===== config.mk =====
export PLATFORM = sky130hd
export DESIGN_NAME = fluxo_dados_jogo
export DESIGN_NICKNAME = d
export VERILOG_FILES = /design/src/rtl/jogo_pkg.sv /design/src/rtl/detector_jogada.sv /design/src/rtl/fluxo_dados_jogo.sv
export SDC_FILE = /design/constraint.sdc
export NUM_CORES = 1
export LEC_CHECK = 0
export BUFFER_PORTS_ARGS = -buffer_cell sky130_fd_sc_hd__buf_2
export CORE_MARGIN = 1
export CORE_UTILIZATION = 53
export DETAILED_ROUTE_END_ITERATION = 8
export PLACE_DENSITY = 0.82
export SKIP_LAST_GASP = 1
export SLEW_MARGIN = 40
export SYNTH_ARGS = -nofsm -noshare
export SYNTH_HDL_FRONTEND = slang
export SYNTH_SLANG_ARGS = --single-unit

===== constraint.sdc =====
create_clock -name clock -period 3.9 [get_ports clock]
set_input_delay 0.585 -clock clock [delete_from_list [all_inputs] [get_ports clock]]
set_output_delay 0.585 -clock clock [all_outputs]
set_load 0.05 [all_outputs]

===== src/rtl/jogo_pkg.sv =====
// Shared constants for the memory-sequence game datapath: widths, sequence
// length and the fixed expected-play ROM.
package jogo_pkg;

  localparam int W_DADO = 4;
  localparam int N_END  = 16;
  localparam int W_END  = $clog2(N_END);

  // Packed ROM image, address 0 in the least significant nibble.
  localparam logic [N_END*W_DADO-1:0] ROM_CONTEUDO = {
    4'b0100, 4'b0001, 4'b1000, 4'b1000,
    4'b0100, 4'b0100, 4'b0010, 4'b0010,
    4'b0001, 4'b0001, 4'b0010, 4'b0100,
    4'b1000, 4'b0100, 4'b0010, 4'b0001
  };

  function automatic logic [W_DADO-1:0] rom_ler(input logic [W_END-1:0] endereco);
    return ROM_CONTEUDO[endereco*W_DADO +: W_DADO];
  endfunction

endpackage


===== src/rtl/detector_jogada.sv =====
// Two-stage button synchronizer plus a rising-edge detector on "any button
// pressed", giving one jogada pulse per press however long it is held.
module detector_jogada
  import jogo_pkg::*;
(
  input  logic              clock,
  input  logic              reset,
  input  logic [W_DADO-1:0] botoes,
  output logic [W_DADO-1:0] botoes_sinc,
  output logic              jogada
);

  logic [W_DADO-1:0] s1_reg;
  logic [W_DADO-1:0] s2_reg;
  logic              b_any;
  logic              b_any_prev_reg;

  always_ff @(posedge clock or negedge reset) begin
    if (!reset) begin
      s1_reg         <= '0;
      s2_reg         <= '0;
      b_any_prev_reg <= 1'b0;
    end else begin
      s1_reg         <= botoes;
      s2_reg         <= s1_reg;
      b_any_prev_reg <= b_any;
    end
  end

  // Edge on the OR of all buttons, so adding a second button mid-press is silent.
  assign b_any       = |s2_reg;
  assign jogada      = b_any & ~b_any_prev_reg;
  assign botoes_sinc = s2_reg;

endmodule


===== src/rtl/fluxo_dados_jogo.sv =====
// Game datapath: ROM address counter, play register and comparator driven by
// the control FSM, plus the button-press detector.
module fluxo_dados_jogo
  import jogo_pkg::*;
(
  input  logic              clock,
  input  logic              reset,
  input  logic [W_DADO-1:0] botoes,
  input  logic              zeraC,
  input  logic              contaC,
  input  logic              zeraR,
  input  logic              registraR,
  output logic              jogada,
  output logic              igual,
  output logic              fim,
  output logic [W_END-1:0]  db_contagem,
  output logic [W_DADO-1:0] db_memoria,
  output logic [W_DADO-1:0] db_jogada
);

  logic [W_END-1:0]  contagem_reg, contagem_next;
  logic [W_DADO-1:0] jogada_reg, jogada_next;
  logic [W_DADO-1:0] botoes_sinc;
  logic [W_DADO-1:0] dado_rom;

  detector_jogada u_detector (
    .clock       (clock),
    .reset       (reset),
    .botoes      (botoes),
    .botoes_sinc (botoes_sinc),
    .jogada      (jogada)
  );

  // Clears take priority over count/load; the counter wraps naturally.
  always_comb begin
    contagem_next = contagem_reg;
    if (zeraC)
      contagem_next = '0;
    else if (contaC)
      contagem_next = contagem_reg + W_END'(1);
  end

  always_comb begin
    jogada_next = jogada_reg;
    if (zeraR)
      jogada_next = '0;
    else if (registraR)
      jogada_next = botoes_sinc;
  end

  always_ff @(posedge clock or negedge reset) begin
    if (!reset) begin
      contagem_reg <= '0;
      jogada_reg   <= '0;
    end else begin
      contagem_reg <= contagem_next;
      jogada_reg   <= jogada_next;
    end
  end

  assign dado_rom    = rom_ler(contagem_reg);
  assign igual       = (jogada_reg == dado_rom);
  assign fim         = (contagem_reg == W_END'(N_END - 1));
  assign db_contagem = contagem_reg;
  assign db_memoria  = dado_rom;
  assign db_jogada   = jogada_reg;

endmodule


==> metrics, run 1 <==
iteration count of the initial detailed-routing pass=4; pre-CTS WS=1.209 ns; Sw Ratio=0.3486; Mapped Nets=91; share of post-route cells with drive strength above 1=0.3131; most common cell after layout, fill and taps aside=buf_2; reg2reg path depth=3; first-pass GRT wire length=2.773 mm; fin crit share=0.7754; slowest stage cell, crit path=dfrtp_1; DRC Markers=0; run status=completed; most frequent cells in the layout=24 x buf_2, 17 x dfrtp_1, 9 x nor2_1; critical path buffer and inverter count=2; CTS tree=built; CTS Buf Count=3; sw power=136.7 uW; Final Power=392.3 uW; clock network fraction of design power=0.230; clock skew=0.001185 ns; worst endpoint required time=3.31 ns; Initial Util=0.5648; critical path fanouts, max=12; post-synthesis sequential area ratio=0.5000; Port Buffers=24; worst path cell trace=inv_1, ha_1, mux4_2, xor2_1, a211o_1, nor2_1, buf_2; Hold Slack=0.1958 ns; Pins Over Slew Limit=0; Pint=255.6 uW; clock sink total=17; GPL Wtd Cong=0.7678; clk buf depth=2; Worst Path Arrival=2.44 ns; clock-pin slew on the worst setup and hold paths=0.09 ns; GRT Util Overall=0.2024; Post-DP HPWL=1.150 mm; drt initial violations=10; Inserted Diodes=0; post-CTS setup buffer count=0; Routed WL=1.538 mm; Syn-to-layout area delta=16.91%; Pleak=0.0005325 uW; Die Width=42.07 microns; root buf cell=clkbuf_4; Die ar.=1769 sq um; CP endpoint kind=output pin; Top Family by Delay on Critical Path=flip-flops; MaxCap Viol Count=0; Final min period=3.024 ns; sequential share of power=0.504; routed length per instance=13.37 microns; final setup margin=0.8761 ns; Tightest Hold Check Type=input port to asynchronous set/reset pin; Syn Std Cell Area=850.8 sq um; pwr dens=394.4 nW/um^2; Worst R2R End=db_contagem[2]$_DFFE_PN0P_; Slew HR=0.7110; Routed Antenna Nets=0; grt ovf=0; synth warn=0; TNS Setup=0 ns; # IOs=25; syn_area_per_cell=11.34 sq um; Worst-Skew Late Latency=0.28 ns; # setup viols final=0; critical path launch point type=flop; largest net degree at the start of global routing=18; initial antenna violation count=0; hold buffers post-CTS=0; slowest stage delay, CP=0.57 ns; H-tree depth=1; row count=14; Logic pwr share=0.266; FF+latch count, synth=17; distinct cell type count of the synthesized netlist=32; VDD IR max=0.2841 mV; r2r startpoint=db_contagem[1]$_DFFE_PN0P_; fmax=330.7 MHz; routed vias=619; Critical Path Stages=7; Slew @ Worst Pin=0.4335 ns; RSZ-0062 raised after global routing=no; reg2reg setup slack=2.53 ns; Hold Fails Final Rpt=0; Cells after Synth=75; core box area=1506 sq um; Crit Path Category=flop to output pin; vias in the first global route=637; Final #Nets=116; Fillers=120; average vias per placed instance=5.383; post-CTS sizing=0; Setup crit start=db_contagem[1]$_DFFE_PN0P_; Chip Height=42.07 microns
==> synth_stat cells, drive strengths merged <==
cell type  count  area share
a211oi         1      0.0088
a31oi          1      0.0074
o31ai          1      0.0088
nand2b         1      0.0074
a32oi          1       0.010
or4            1      0.0088
mux4           1       0.026
nor2           9       0.040
o21ai          2       0.012
xor2           2       0.021
xnor2          2       0.021
nor3b          2       0.018
ha             6       0.088
a211o          1       0.010
or2            1      0.0074
inv            5       0.022
and3           1      0.0074
clkbuf         2      0.0088
o221ai         1       0.010
nand3b         1      0.0088
and3b          1       0.010
buf            2       0.019
or3            1      0.0074
nand2          1      0.0044
nor2b          1      0.0074
a21oi          2       0.012
mux2           1       0.013
and2b          1      0.0088
nand4          1      0.0074
dfrtp         17        0.50
mux2i          5       0.059
==> power by group through the flow <==
stage	Sequential [uW]	Combinational, uW	Clock (uW)
2_1_floorplan	213	63.5	0
3_3_place_gp	200	102	0
3_5_place_dp	201	104	0
4_1_cts	198	105	93.4
5_1_grt	200	113	103
6_report	198	104	90.2
==> layer usage <==
metal	vias up	wire, microns	GRT usage
li1	307	-	-
met1	296	733	0.2783
met2	16	742	0.3281
met3	0	62	0.06034
met4	0	0	0.03125
met5	-	0	0
==> logic make-up (layout without fill, tap and decap cells) <==
logic type      Yosys count  count (layout)  synth area share
mux                       7               7           0.09853
buf+inv                   9              33           0.05000
compound gates           10              10           0.07943
flops                    17              17            0.5000
simple gates             22              22            0.1427
xor+xnor                  4               4           0.04118
fa+ha+maj                 6               6           0.08823
==> area by class of cell <==
cell class,instances,area (sq um),area share
Clock inverter,1,5.005,0.005031
Timing Repair Buffer,24,120.1,0.1208
Multi-Input combinational cell,49,382.9,0.3849
Inverter,5,18.77,0.01887
Sequential cell,17,425.4,0.4277
Clock buffer,3,22.52,0.02264
Tap cell,16,20.02,0.02013
==> how the worst max path moves through the flow <==
| stage | endpoint | slack, ns |
|---|---|---|
| 2_1_floorplan | igual | 0.43 |
| 5_1_grt | igual | 0.75 |
| 3_5_place_dp | igual | 1.21 |
| 6_report | igual | 0.88 |
| 4_1_cts | igual | 0.88 |
| 3_3_place_gp | igual | 1.27 |
==> metrics by stage <==
step           area [sq um]  std cells  utilization
4_1_cts               994.7        115       0.6603
5_1_grt               994.7        115       0.6603
2_1_floorplan         850.8         75            -
3_5_place_dp          967.2        111       0.6420
6_report              994.7        115       0.6603
3_3_place_gp          967.2        111       0.6420
Power figures use the tool's default switching activity.
==> run 2: changes to the inputs <==
--- a/config.mk
+++ b/config.mk
@@ -7,9 +7,9 @@
 export LEC_CHECK = 0
 export BUFFER_PORTS_ARGS = -buffer_cell sky130_fd_sc_hd__buf_2
 export CORE_MARGIN = 1
-export CORE_UTILIZATION = 53
+export CORE_UTILIZATION = 49
 export DETAILED_ROUTE_END_ITERATION = 8
-export PLACE_DENSITY = 0.82
+export PLACE_DENSITY = 0.76
 export SKIP_LAST_GASP = 1
 export SLEW_MARGIN = 40
 export SYNTH_ARGS = -nofsm -noshare
==> constraint.sdc (replaced) <==
create_clock -name clock -period 2.9 [get_ports clock]
set_input_delay 0.435 -clock clock [delete_from_list [all_inputs] [get_ports clock]]
set_output_delay 0.435 -clock clock [all_outputs]
set_load 0.05 [all_outputs]
==> metrics, run 2 (same netlist as run 1, synthesis figures left out) <==
Syn-to-layout area delta=19.12%; clock-pin slew on the worst setup and hold paths=0.09 ns (about the same); hold buffers post-CTS=0 (unchanged); CP endpoint kind=output pin; CTS Buf Count=3 (unchanged); Crit Path Category=flop to output pin; Die Width=43.67 microns (+3.8%); Final Power=531.4 uW (+35%); GPL Wtd Cong=0.7944 (+3.5%); Inserted Diodes=0 (unchanged); Port Buffers=24 (unchanged); most common cell after layout, fill and taps aside=buf_2; critical path fanouts, max=12 (unchanged); core box area=1559 sq um (+3.5%); Initial Util=0.5457 (-0.01904); Hold Slack=0.04414 ns (-0.1517 ns); row count=14 (unchanged); run status=complete, but fails checks; Worst R2R End=db_contagem[2]$_DFFE_PN0P_; max layer used=met3; Slew @ Worst Pin=0.3548 ns (-0.07873 ns); H-tree depth=1 (unchanged); Tightest Hold Check Type=input port to asynchronous set/reset pin; # setup viols final=0 (unchanged); Pins Over Slew Limit=0 (unchanged); VDD IR max=0.3435 mV (+21%); CTS tree=built; routed vias=635 (+2.6%); Worst Path Arrival=2.33 ns (-0.11 ns); clk buf depth=2 (unchanged); DRC Markers=1 (+1); fin crit share=0.9530; Routed WL=1.473 mm (-4.2%); CP most frequent cell=ha_1; slowest stage delay, CP=0.49 ns (-0.08 ns); vias in the first global route=588 (-7.7%); most frequent cells in the layout=23 x buf_2, 15 x dfrtp_1, 8 x nor2_1; fmax=361.8 MHz; GRT Util Overall=0.1876 (-0.01478); failing checks=DRC; largest net degree at the start of global routing=18 (unchanged); RSZ-0062 raised after global routing=no; Setup crit start=db_contagem[1]$_DFFE_PN0P_; DR WL met3=94 microns (+52%); clock sink total=17 (unchanged); first-pass GRT wire length=2.573 mm (-7.2%); iteration count of the initial detailed-routing pass=6 (+2); clock skew=0.009153 ns (+0.007968 ns); Final Util=0.6501 (-0.01022); r2r startpoint=db_contagem[1]$_DFFE_PN0P_; met1 WL=643 microns (-12%); reg2reg setup slack=1.62 ns (-0.91 ns); Chip Height=43.67 microns (+3.8%); routed length per instance=12.70 microns (-5.1%); Slew HR=0.7635 (+0.05249); Final #Nets=117 (+0.86%); average vias per placed instance=5.474 (+1.7%); Worst-Skew Late Latency=0.28 ns (about the same); Die ar.=1907 sq um (+7.8%); TNS Setup=0 ns (unchanged); pwr dens=524.3 nW/um^2 (+33%); Final min period=2.764 ns; Routed Antenna Nets=0 (unchanged); grt ovf=0 (unchanged); worst endpoint required time=2.47 ns (-0.84 ns); initial antenna violation count=0 (unchanged); Hold Fails Final Rpt=0 (unchanged); Post-DP HPWL=1.154 mm (+0.35%); slowest stage cell, crit path=dfrtp_2; share of post-route cells with drive strength above 1=0.3400 (+0.02687); Pleak=0.0005325 uW (about the same); reg2reg path depth=3 (unchanged); MaxCap Viol Count=0 (unchanged); root buf cell=clkbuf_4; metal2 WL=735 microns (-0.94%); # IOs=25 (unchanged); drt initial violations=10 (unchanged); worst path cell trace=ha_1, ha_1, and2b_1, or3_1, a211o_1, nor2_4, clkbuf_4; critical path launch point type=flop
## run 2: cell type report
class,count,area [sq um]
tap,16,20.02
inverter,5,18.77
multi-input combinational,49,390.4
sequential,17,427.9
clock buffer,4,26.28
fill,137,545.5
timing repair buffer,25,130.1
## run 2: how the worst max path moves through the flow
stage,cells after the start,end,slack [ns]
3_3_place_gp,7,igual,0.47
2_1_floorplan,7,igual,0.08
6_report,7,igual,0.14
5_1_grt,7,igual,0.02
3_5_place_dp,7,igual,0.41
4_1_cts,7,igual,0.09
## run 2: metal layers
layer / global-route usage / vias to the layer above
li1: - / 310
met1: 0.2361 / 306
met2: 0.3045 / 19
met3: 0.07917 / 0
met4: 0.03750 / 0
met5: 0 / -
## run 2: stage by stage
step / worst slack, ns / cell area, sq um / cells
3_3_place_gp: 0.4672 / 984.7 / 112
4_1_cts: 0.08705 / 1011 / 116
5_1_grt: 0.02149 / 1013 / 116
2_1_floorplan: 0.08320 / 860.8 / 75
6_report: 0.1364 / 1013 / 116
3_5_place_dp: 0.4084 / 984.7 / 112
## run 2: power by group
group	total (uW)	internal [uW]	switching (uW)
sequential	263	250	13.3
combinational	150	47.3	102
clock	118	53.3	65.1
## run 2: repair_timing
action | 4_1_cts | 5_1_grt
resized for setup | 0 | 1
buffers inserted | 0 | 0
endpoints found under the setup margin | 0 | 1
## run 2: critical path: cells and delay by family (launching register included)
| kind | cells | cell delay (ns) |
|---|---|---|
| flip-flops | 1 | 0.49 |
| AO/OA/AOI/OAI | 1 | 0.33 |
| adder cells (fa/ha/maj) | 2 | 0.41 |
| AND/OR/NAND/NOR | 3 | 0.60 |
| buffers and inverters | 1 | 0.22 |
==> run 3: changes to the inputs <==
--- a/config.mk
+++ b/config.mk
@@ -5,6 +5,7 @@
 export SDC_FILE = /design/constraint.sdc
 export NUM_CORES = 1
 export LEC_CHECK = 0
+export ABC_AREA = 1
 export BUFFER_PORTS_ARGS = -buffer_cell sky130_fd_sc_hd__buf_2
 export CORE_MARGIN = 1
 export CORE_UTILIZATION = 49
==> metrics, run 3 <==
root buf cell=clkbuf_4; DRC Markers=2 (+1); biggest area consumer among synthesized cells=dfrtp_1; max layer used=met4; routed length per instance=10.98 microns (-14%); EDFF count, synth=0 (unchanged); Syn Std Cell Area=850.8 sq um (unchanged); Setup crit start=db_contagem[0]$_DFFE_PN0P_; grt ovf=0 (unchanged); Port Buffers=24 (unchanged); DR WL met3=56 microns (-40%); pre-CTS WS=0.9290 ns (+0.5206 ns); core box area=1559 sq um (unchanged); CTS Buf Count=3 (unchanged); clock skew=0.008511 ns (-0.0006423 ns); post-synthesis sequential area ratio=0.5000 (unchanged); Post-synth ARST share=1.000 (unchanged); average vias per placed instance=5.014 (-8.4%); Post-DP HPWL=1.224 mm (+6.1%); failing checks=DRC; share of post-route cells with drive strength above 1=0.3361 (-0.003934); Synth top area share=0.5000 (unchanged); distinct cell type count of the synthesized netlist=20 (-38%); TNS Setup=0 ns (unchanged); H-tree depth=1 (unchanged); worst endpoint required time=2.47 ns (about the same); routed vias=692 (+9.0%); # IOs=25 (unchanged); leading post-synthesis cells by cell area=dfrtp_1 50%, ha_1 8.8%, nand2_1 7.5%; Routed WL=1.515 mm (+2.9%); run status=complete, but fails checks; Mapped Nets=111 (+22%); Routed Antenna Nets=0 (unchanged); Pins Over Slew Limit=0 (unchanged); most frequent cells in the layout=24 x buf_2, 17 x nand2_1, 17 x dfrtp_1; final setup margin=0.6198 ns (+0.4834 ns); GPL Wtd Cong=0.8539 (+7.5%); MaxCap Viol Count=0 (unchanged); Hold Fails Final Rpt=0 (unchanged); drt initial violations=12 (+2); Cells after Synth=95 (+27%); Main synth FF type=dfrtp_1; clock sink total=17 (unchanged); RSZ-0062 raised after global routing=no; Hold Slack=0.04311 ns (-0.001030 ns); Worst-Skew Late Latency=0.28 ns (about the same); hold buffers post-CTS=0 (unchanged); met1 WL=683 microns (+6.2%); largest net degree at the start of global routing=18 (unchanged); initial antenna violation count=0 (unchanged); Fillers=136 (-0.73%); Pleak=0.0005671 uW (+6.5%); CTS tree=built; most common cell after layout, fill and taps aside=buf_2; vias in the first global route=631 (+7.3%); Worst Path Arrival=1.85 ns (-0.48 ns); row count=14 (unchanged); Final #Nets=139 (+19%); Crit Path Category=flop to output pin; list of most frequent post-synthesis cells=17 x dfrtp_1, 17 x nand2_1, 15 x inv_1, 9 x nand3_1, 7 x nand2_2; reg2reg path depth=3 (unchanged); r2r startpoint=db_contagem[0]$_DFFE_PN0P_; CP endpoint kind=output pin; Die Width=43.67 microns (unchanged); Chip Height=43.67 microns (unchanged); Tightest Hold Check Type=input port to asynchronous set/reset pin; critical path launch point type=flop; Die ar.=1907 sq um (unchanged); Final min period=2.280 ns (-0.4834 ns); post-CTS setup buffer count=0 (unchanged); clk buf depth=2 (unchanged); fmax=438.6 MHz (+21%); VDD IR max=0.3603 mV (+4.9%); Slew HR=0.7270 (-0.03645); fin crit share=0.7863 (-0.1667); Slew @ Worst Pin=0.4094 ns (+0.05468 ns); GRT Util Overall=0.1820 (-0.005632); first-pass GRT wire length=2.490 mm (-3.2%); synth warn=0 (unchanged); iteration count of the initial detailed-routing pass=6 (unchanged); pwr dens=505.6 nW/um^2 (-3.6%); critical path fanouts, max=6 (-6); post-CTS sizing=0 (unchanged); syn_area_per_cell=8.956 sq um (-21%); Syn-to-layout area delta=18.38%; clock-pin slew on the worst setup and hold paths=0.09 ns (about the same); FF+latch count, synth=17 (unchanged); metal2 WL=764 microns (+3.9%); Initial Util=0.5457 (unchanged); # setup viols final=0 (unchanged); Inserted Diodes=0 (unchanged)
## run 3: cell types whose count changed in the layout (fill, tap and decap cells not counted), sizes merged, moves of 2 or more
cell    delta
nor2       -4
nand2     +23
inv       +13
o21ai      -2
xnor2      -2
nand3     +10
clkbuf     -2
o22ai      +4
nor3b      -2
mux2i      -5
xor2       -2
nor3       +4
## run 3: where the power goes
| part | leakage [uW] | switching [uW] | internal [uW] |
|---|---|---|---|
| logic | 0.000340 | 96.2 | 35.3 |
| registers | 0.000209 | 10.6 | 249 |
| clock network | 0.0000177 | 67.2 | 51.2 |
## run 3: worst max-delay path, stage by stage, from the launching register on
cell and delay [ns]:
dfrtp_1 0.46, ha_1 0.25, ha_1 0.20, nand2_2 0.08, nand3_1 0.08, nand2_1 0.08, nand3_1 0.09, nor2_2 0.09
buf_2 0.25
## run 3: metal layers
layer  track usage  vias to the layer above
li1              -                      353
met1        0.2099                      321
met2        0.3134                       16
met3       0.03750                        2
met4        0.1000                        0
met5             0                        -
## run 3: kinds of logic after synthesis
| logic type | after synthesis | synth area share |
|---|---|---|
| simple gates | 46 | 0.2618 |
| buf+inv | 19 | 0.09853 |
| compound gates | 7 | 0.05147 |
| flops | 17 | 0.5000 |
| fa+ha+maj | 6 | 0.08823 |
## run 3: path summary, 6_finish.rpt
check                                                 endpoint  slack, ns
setup / recovery                                         igual       0.62
hold / removal                        db_jogada[0]$_DFFE_PN0P_       0.04
setup reg to reg                    db_contagem[2]$_DFFE_PN0P_       1.60
hold reg to reg            u_detector.botoes_sinc[3]$_DFF_PN0_       0.35
max in group asynchronous           db_contagem[3]$_DFFE_PN0P_       2.59
min in group clock              u_detector.s1_reg[2]$_DFF_PN0_       0.25
## run 3: metrics by stage
step                      power (uW)  utilization  cell area (sq um)  std cells
after floorplan                362.2            -              850.8         95
after global placement         393.0       0.6284              979.7        134
after detailed placement       396.3       0.6284              979.7        134
after CTS                      517.3       0.6461               1007        138
after global routing           537.8       0.6461               1007        138
final                          509.3       0.6461               1007        138
## run 3: final cells by class
type | instances | area (sq um) | share of cell area
inverters | 18 | 72.57 | 0.07205
multi-input cells | 59 | 341.6 | 0.3391
clock buffers | 3 | 22.52 | 0.02236
clock inverters | 1 | 5.005 | 0.004969
repair buffers | 24 | 120.1 | 0.1193
well taps | 16 | 20.02 | 0.01988
flip-flops and latches | 17 | 425.4 | 0.4224
